--- src/rtl/ram_port_arbiter_if.sv ---
// Bundle of the IF/MEM request ports and RAM-side bus of ram_port_arbiter.
// master: arbiter view (takes requests, drives RAM); slave: pipeline + RAM model.
interface ram_port_arbiter_if #(
    parameter int ADDR_W = 64,
    parameter int DATA_W = 64
);
    logic              if_req;
    logic [ADDR_W-1:0] if_addr;
    logic              if_gnt;
    logic              if_done;
    logic [DATA_W-1:0] if_rdata;

    logic              mem_req;
    logic              mem_we;
    logic [ADDR_W-1:0] mem_addr;
    logic [DATA_W-1:0] mem_wdata;
    logic [DATA_W-1:0] mem_wmask;
    logic              mem_gnt;
    logic              mem_done;
    logic [DATA_W-1:0] mem_rdata;

    logic              ram_en;
    logic              ram_we;
    logic [ADDR_W-1:0] ram_addr;
    logic [DATA_W-1:0] ram_wdata;
    logic [DATA_W-1:0] ram_wmask;
    logic [DATA_W-1:0] ram_rdata;

    modport master (
        input  if_req, if_addr,
        output if_gnt, if_done, if_rdata,
        input  mem_req, mem_we, mem_addr, mem_wdata, mem_wmask,
        output mem_gnt, mem_done, mem_rdata,
        output ram_en, ram_we, ram_addr, ram_wdata, ram_wmask,
        input  ram_rdata
    );

    modport slave (
        output if_req, if_addr,
        input  if_gnt, if_done, if_rdata,
        output mem_req, mem_we, mem_addr, mem_wdata, mem_wmask,
        input  mem_gnt, mem_done, mem_rdata,
        input  ram_en, ram_we, ram_addr, ram_wdata, ram_wmask,
        output ram_rdata
    );
endinterface

--- src/rtl/ram_port_arbiter.sv ---
// Shares one single-ported RAM between IF (read-only) and MEM (read/write).
// Ports: clk, rst (async, active-high), bus (ram_port_arbiter_if.master):
//   if_req/if_addr -> if_gnt/if_done/if_rdata,
//   mem_req/we/addr/wdata/wmask -> mem_gnt/mem_done/mem_rdata,
//   ram_en/we/addr/wdata/wmask -> RAM, ram_rdata <- RAM.
// Macro ARB_RR_EN: two-way round-robin on ties; undefined = MEM priority.
module ram_port_arbiter #(
    parameter int ADDR_W   = 64,
    parameter int DATA_W   = 64,
    parameter int READ_LAT = 1
) (
    input logic                clk,
    input logic                rst,
    ram_port_arbiter_if.master bus
);
    localparam logic [1:0] S_IDLE  = 2'd0;
    localparam logic [1:0] S_ISSUE = 2'd1;
    localparam logic [1:0] S_WAIT  = 2'd2;
    localparam logic [1:0] S_DONE  = 2'd3;

    localparam logic [1:0] LAT_M1 = 2'(READ_LAT - 1);

    logic [1:0]        state_q, state_d;
    logic              owner_mem_q, owner_mem_d;
    logic              we_q, we_d;
    logic [ADDR_W-1:0] addr_q, addr_d;
    logic [DATA_W-1:0] wdata_q, wdata_d;
    logic [DATA_W-1:0] wmask_q, wmask_d;
    logic [1:0]        cnt_q, cnt_d;
    logic [DATA_W-1:0] if_rdata_q, if_rdata_d;
    logic [DATA_W-1:0] mem_rdata_q, mem_rdata_d;

    logic any_req;
    logic pick_mem;
    logic grant;
    logic issue;

    assign any_req = bus.if_req | bus.mem_req;

`ifdef ARB_RR_EN
    logic last_mem_q, last_mem_d;

    // On a tie the port not granted last wins; a lone requester always wins.
    assign pick_mem = bus.mem_req & (~bus.if_req | ~last_mem_q);

    always_comb begin
        last_mem_d = last_mem_q;
        if (grant) begin
            last_mem_d = pick_mem;
        end
    end

    always_ff @(posedge clk or posedge rst) begin
        if (rst) begin
            last_mem_q <= 1'b0;
        end else begin
            last_mem_q <= last_mem_d;
        end
    end
`else
    // MEM is older in program order, so it wins every tie.
    assign pick_mem = bus.mem_req;
`endif

    // Gated by rst so gnt stays low while reset is held with a request up.
    assign grant       = (state_q == S_IDLE) & any_req & ~rst;
    assign bus.mem_gnt = grant & pick_mem;
    assign bus.if_gnt  = grant & ~pick_mem;

    always_comb begin
        state_d     = state_q;
        owner_mem_d = owner_mem_q;
        we_d        = we_q;
        addr_d      = addr_q;
        wdata_d     = wdata_q;
        wmask_d     = wmask_q;
        cnt_d       = cnt_q;
        if_rdata_d  = if_rdata_q;
        mem_rdata_d = mem_rdata_q;
        unique case (state_q)
            S_IDLE: begin
                if (any_req) begin
                    state_d     = S_ISSUE;
                    owner_mem_d = pick_mem;
                    if (pick_mem) begin
                        we_d    = bus.mem_we;
                        addr_d  = bus.mem_addr;
                        wdata_d = bus.mem_wdata;
                        wmask_d = bus.mem_wmask;
                    end else begin
                        we_d    = 1'b0;
                        addr_d  = bus.if_addr;
                        wdata_d = '0;
                        wmask_d = '0;
                    end
                end
            end
            S_ISSUE: begin
                if (we_q) begin
                    state_d = S_DONE;
                end else begin
                    state_d = S_WAIT;
                    cnt_d   = LAT_M1;
                end
            end
            S_WAIT: begin
                if (cnt_q == 2'd0) begin
                    state_d = S_DONE;
                    if (owner_mem_q) begin
                        mem_rdata_d = bus.ram_rdata;
                    end else begin
                        if_rdata_d = bus.ram_rdata;
                    end
                end else begin
                    cnt_d = cnt_q - 2'd1;
                end
            end
            S_DONE: begin
                state_d = S_IDLE;
            end
            default: begin
                state_d = S_IDLE;
            end
        endcase
    end

    always_ff @(posedge clk or posedge rst) begin
        if (rst) begin
            state_q     <= S_IDLE;
            owner_mem_q <= 1'b0;
            we_q        <= 1'b0;
            addr_q      <= '0;
            wdata_q     <= '0;
            wmask_q     <= '0;
            cnt_q       <= 2'd0;
            if_rdata_q  <= '0;
            mem_rdata_q <= '0;
        end else begin
            state_q     <= state_d;
            owner_mem_q <= owner_mem_d;
            we_q        <= we_d;
            addr_q      <= addr_d;
            wdata_q     <= wdata_d;
            wmask_q     <= wmask_d;
            cnt_q       <= cnt_d;
            if_rdata_q  <= if_rdata_d;
            mem_rdata_q <= mem_rdata_d;
        end
    end

    // RAM side is forced to zero outside ISSUE so it never shows stale data.
    assign issue         = (state_q == S_ISSUE);
    assign bus.ram_en    = issue;
    assign bus.ram_we    = issue & we_q;
    assign bus.ram_addr  = issue ? addr_q : '0;
    assign bus.ram_wdata = issue ? wdata_q : '0;
    assign bus.ram_wmask = issue ? wmask_q : '0;

    assign bus.if_done   = (state_q == S_DONE) & ~owner_mem_q;
    assign bus.mem_done  = (state_q == S_DONE) & owner_mem_q;
    assign bus.if_rdata  = if_rdata_q;
    assign bus.mem_rdata = mem_rdata_q;
endmodule

--- src/flat_wrapper.sv ---
// flat-port wrapper written by rule: the top's interface ports become plain ports
module ram_port_arbiter_flat 
#(
    parameter int ADDR_W   = 64,
    parameter int DATA_W   = 64,
    parameter int READ_LAT = 1
)
  (clk, rst, bus_if_req, bus_if_addr, bus_if_gnt, bus_if_done, bus_if_rdata, bus_mem_req, bus_mem_we, bus_mem_addr, bus_mem_wdata, bus_mem_wmask, bus_mem_gnt, bus_mem_done, bus_mem_rdata, bus_ram_en, bus_ram_we, bus_ram_addr, bus_ram_wdata, bus_ram_wmask, bus_ram_rdata);
  ram_port_arbiter_if #(.ADDR_W(ADDR_W), .DATA_W(DATA_W)) bus_i ();
  input logic clk;
  input logic rst;
  input wire logic [$bits(bus_i.if_req)-1:0] bus_if_req;
  input wire logic [$bits(bus_i.if_addr)-1:0] bus_if_addr;
  output wire logic [$bits(bus_i.if_gnt)-1:0] bus_if_gnt;
  output wire logic [$bits(bus_i.if_done)-1:0] bus_if_done;
  output wire logic [$bits(bus_i.if_rdata)-1:0] bus_if_rdata;
  input wire logic [$bits(bus_i.mem_req)-1:0] bus_mem_req;
  input wire logic [$bits(bus_i.mem_we)-1:0] bus_mem_we;
  input wire logic [$bits(bus_i.mem_addr)-1:0] bus_mem_addr;
  input wire logic [$bits(bus_i.mem_wdata)-1:0] bus_mem_wdata;
  input wire logic [$bits(bus_i.mem_wmask)-1:0] bus_mem_wmask;
  output wire logic [$bits(bus_i.mem_gnt)-1:0] bus_mem_gnt;
  output wire logic [$bits(bus_i.mem_done)-1:0] bus_mem_done;
  output wire logic [$bits(bus_i.mem_rdata)-1:0] bus_mem_rdata;
  output wire logic [$bits(bus_i.ram_en)-1:0] bus_ram_en;
  output wire logic [$bits(bus_i.ram_we)-1:0] bus_ram_we;
  output wire logic [$bits(bus_i.ram_addr)-1:0] bus_ram_addr;
  output wire logic [$bits(bus_i.ram_wdata)-1:0] bus_ram_wdata;
  output wire logic [$bits(bus_i.ram_wmask)-1:0] bus_ram_wmask;
  input wire logic [$bits(bus_i.ram_rdata)-1:0] bus_ram_rdata;
  assign bus_i.if_req = bus_if_req;
  assign bus_i.if_addr = bus_if_addr;
  assign bus_if_gnt = bus_i.if_gnt;
  assign bus_if_done = bus_i.if_done;
  assign bus_if_rdata = bus_i.if_rdata;
  assign bus_i.mem_req = bus_mem_req;
  assign bus_i.mem_we = bus_mem_we;
  assign bus_i.mem_addr = bus_mem_addr;
  assign bus_i.mem_wdata = bus_mem_wdata;
  assign bus_i.mem_wmask = bus_mem_wmask;
  assign bus_mem_gnt = bus_i.mem_gnt;
  assign bus_mem_done = bus_i.mem_done;
  assign bus_mem_rdata = bus_i.mem_rdata;
  assign bus_ram_en = bus_i.ram_en;
  assign bus_ram_we = bus_i.ram_we;
  assign bus_ram_addr = bus_i.ram_addr;
  assign bus_ram_wdata = bus_i.ram_wdata;
  assign bus_ram_wmask = bus_i.ram_wmask;
  assign bus_i.ram_rdata = bus_ram_rdata;
  ram_port_arbiter #(.ADDR_W(ADDR_W), .DATA_W(DATA_W), .READ_LAT(READ_LAT)) u_core (.clk(clk), .rst(rst), .bus(bus_i));
endmodule
--- config.mk ---
export PLATFORM = sky130hd
export DESIGN_NAME = ram_port_arbiter_flat
export DESIGN_NICKNAME = d
export VERILOG_FILES = /design/src/rtl/ram_port_arbiter_if.sv /design/src/rtl/ram_port_arbiter.sv /design/src/flat_wrapper.sv
export SDC_FILE = /design/constraint.sdc
export NUM_CORES = 1
export LEC_CHECK = 0
export CAP_MARGIN = 15
export CORE_AREA = 2 2 250 252
export CTS_CLUSTER_DIAMETER = 80
export CTS_CLUSTER_SIZE = 14
export DETAILED_ROUTE_END_ITERATION = 12
export DIE_AREA = 0 0 252 254
export GPL_ROUTABILITY_DRIVEN = 0
export PLACE_DENSITY_LB_ADDON = 0.12
export SLEW_MARGIN = 0
export SYNTH_ARGS = -nofsm -noshare
export SYNTH_HDL_FRONTEND = slang
export SYNTH_SLANG_ARGS = --single-unit
--- constraint.sdc ---
create_clock -name clk -period 16.2 [get_ports clk]
set_input_delay 3.24 -clock clk [delete_from_list [all_inputs] [get_ports clk]]
set_output_delay 3.24 -clock clk [all_outputs]
set_load 0.03 [all_outputs]
==> results.cfg <==
[status]
outcome = finished clean

[floorplan]
start_util_pct = 24.0
io_pins = 651
die_h_um = 254
fp.coreArea_mm2 = 0.0613
dieArea_mm2 = 0.0640
die_x_um = 252
rows = 91

[sta]
post-route-period-util_pct = 53.1
worst_pin_slew_ps = 1220
finClkSkew_ps = 16.1
finalHoldViolCount = 0
max_slew_margin_pct = 18.7
fmax_mhz = 116
period_needed_ps = 8600
tns_ps = 0
rsz0062_at_grt = false
setup_ws_ps = 7600
setup_viol = 0
drv_slew = 0

[drt]
first_pass_iters = 6
drc_errors = 0
via_per_inst = 4.29
vias = 11859
ant_nets = 0
wl_um = 54500
drt_iter0_drc = 535
avgRoutedWirePerCell_um = 19.7

[placement]
post_dp_cell_area_mm2 = 0.0217
dp_cells = 2712
hpwl_um = 38700
dp_slack_ps = 7560
numPortBuffers = 650

[final_layout]
nets = 2287
multi_input_area_mm2 = 0.00597
area_growth_pct = 54.1
fillers = 6175
register_area_mm2 = 0.00816
instances_no_fill = 2763
drive_gt1_share_pct = 9.75
stdcell_area_mm2 = 0.0227

[global_route]
grt_usage_pct = 16.4
grt_pass1_vias = 12372
grt-ovfl-total = 0
grt_antenna_before_repair = 10
grt_pass1_wl_um = 79800
grt_max_degree = 176

[clock_network]
clk_path_buf_depth = 3
post_cts_resized = 0
cts_sinks = 326
holdBufCountCts = 0
clkTransAtPathRegs_ps = 70
htree_levels = 1
worstSkewPairLatency_ps = 570
cts_root_buffer = clkbuf_16
numCtsBuffers = 31
post_cts_buffers = 0
cts_tree = yes

[run]
drv_cap = 0

[worst_hold_path]
hold_path.class = flop to flop
holdPathStages = 2
min_from = u_core.wmask_q[34]$_DFFE_PP0P_
whs_endpoint = u_core.wmask_q[34]$_DFFE_PP0P_

[critical_path]
crit_path_start_kind = input port
reg2reg_to = u_core.addr_q[55]$_DFFE_PP0P_
crit_required_ps = 12960
rrSetupSlack_ps = 12180
worstRegToRegCells = 7
arrival_ps = 5360
rr_startpoint = u_core.state_q[0]$_DFFE_PP0P_
crit_type = input port to output pin
end_kind = output pin
worstPathMaxFanout = 105

[logic_synthesis]
syn_area_mm2 = 0.0147
synthDistinctLibCells = 30
syn-num-nets = 1693
synth_area_per_cell_um2 = 10.8
ys_seq_elements = 326
netlist_instances = 1361
yosysSeqAreaShare_pct = 55.4
yosysWarnings = 0

[power_and_ir_drop]
switching_share_pct = 41.8
p_int_mw = 2.63
power_switching_mw = 1.89
pwr-share-comb_pct = 52.5
p_total_mw = 4.52
cellLeakagePower_nw = 10.2
max-vdd-ir-drop_uv = 95.8
pwr-share-clk_pct = 15.8
powerDensity_mw_per_mm2 = 199
p_seq_share_pct = 31.7
[cell families (layout without fill, tap and decap cells)]
group                      after synthesis  in the layout  synth area share [%]
muxes                                  195            195                  15.9
other                                    0              4                     0
adders and majority gates                7              7                 0.595
AOI/OAI and AO/OA                       69             69                  2.49
and+or+nand+nor                        659            659                  21.4
DFF                                    326            326                  55.4
buffers and inverters                  105            713                  4.30
[per-layer routing]
layer  GRT usage [%]  part of all wire (%)  vias up
met5               0                  0.18        -
met4            4.40                   2.4       16
met3            7.07                    10       81
met2            27.8                    48      431
met1            18.9                    39     5702
li1                -                     -     5629
[cell usage after synthesis]
library cell	instances	area [um2]
dfrtp_1	326	8160
nand2_1	326	1220
and2_1	193	1210
nand3_1	130	651
mux2_2	69	777
mux2i_1	66	661
o21ai_0	64	320
mux2_4	60	901
clkbuf_1	51	191
buf_2	23	115
buf_6	12	135
ha_1	7	87.6
buf_12	6	120
buf_4	6	45.0
inv_1	6	22.5
nor2_1	2	7.51
a211oi_1	1	7.51
a21oi_1	1	5.00
a22o_1	1	8.76
a2bb2oi_1	1	8.76
and2b_2	1	8.76
and3_1	1	6.26
buf_1	1	3.75
nand2b_1	1	6.26
nand3_2	1	10.0
nor2b_1	1	6.26
nor3_1	1	5.00
nor3b_1	1	7.51
o21ai_4	1	16.3
or2_1	1	6.26
[power by group through the flow]
stage          clock network [mW]  logic (mW)  registers [mW]
2_1_floorplan                   0        1.15            1.73
6_report                    0.713        2.37            1.43
5_1_grt                     0.777        2.55            1.49
3_5_place_dp                    0        2.42            1.45
3_3_place_gp                    0        2.41            1.43
4_1_cts                     0.748        2.42            1.43
[layout by cell type (no fill, tap or decap), drive strengths merged, types with 2 or more instances in the layout]
cell type,n
and2,193
buf,10
clkbuf,38
clkdlybuf4s50,649
clkinv,5
clkinvlp,3
dfrtp,326
diode,4
ha,7
inv,7
mux2,129
mux2i,66
nand2,326
nand3,131
nor2,2
o21ai,65
[through the flow]
stage	hold slack (ps)	util, %
after floorplan	430	-
after global placement	442	35.5
after detailed placement	447	35.5
after CTS	463	37.0
after global routing	480	37.0
final	457	37.1
[cell type report]
cell class | instances | area share, %
Antenna cell | 4 | 0.0441
Clock buffer | 37 | 3.69
Clock inverter | 10 | 0.463
Inverter | 6 | 0.132
Multi-Input combinational cell | 930 | 26.3
Sequential cell | 326 | 35.9
Tap cell | 790 | 4.35
Timing Repair Buffer | 660 | 29.1
[registers in the layout, indices dropped and copies added (netlist names)]
| register | cells |
|---|---|
| u_core.wdata_q | 64 |
| u_core.bus.mem_rdata | 64 |
| u_core.state_q | 2 |
| u_core.wmask_q | 64 |
| u_core.bus.if_rdata | 64 |
| u_core.addr_q | 64 |
| u_core.owner_mem_q | 1 |
| u_core.we_q | 1 |
| u_core.cnt_q | 2 |
[worst max-delay path by stage]
stage,startpoint,to,slack (ps)
2_1_floorplan,rst,bus_mem_gnt,2060
3_5_place_dp,rst,bus_mem_gnt,7560
3_3_place_gp,rst,bus_mem_gnt,7530
6_report,rst,bus_mem_gnt,7600
5_1_grt,rst,bus_mem_gnt,7440
4_1_cts,rst,bus_mem_gnt,7550
[critical path: stages]
cell             delay (ps)
clkdlybuf4s50_1         510
inv_8                   570
and3_1                  260
clkdlybuf4s50_1         670
(Power assumes the default switching activity.)
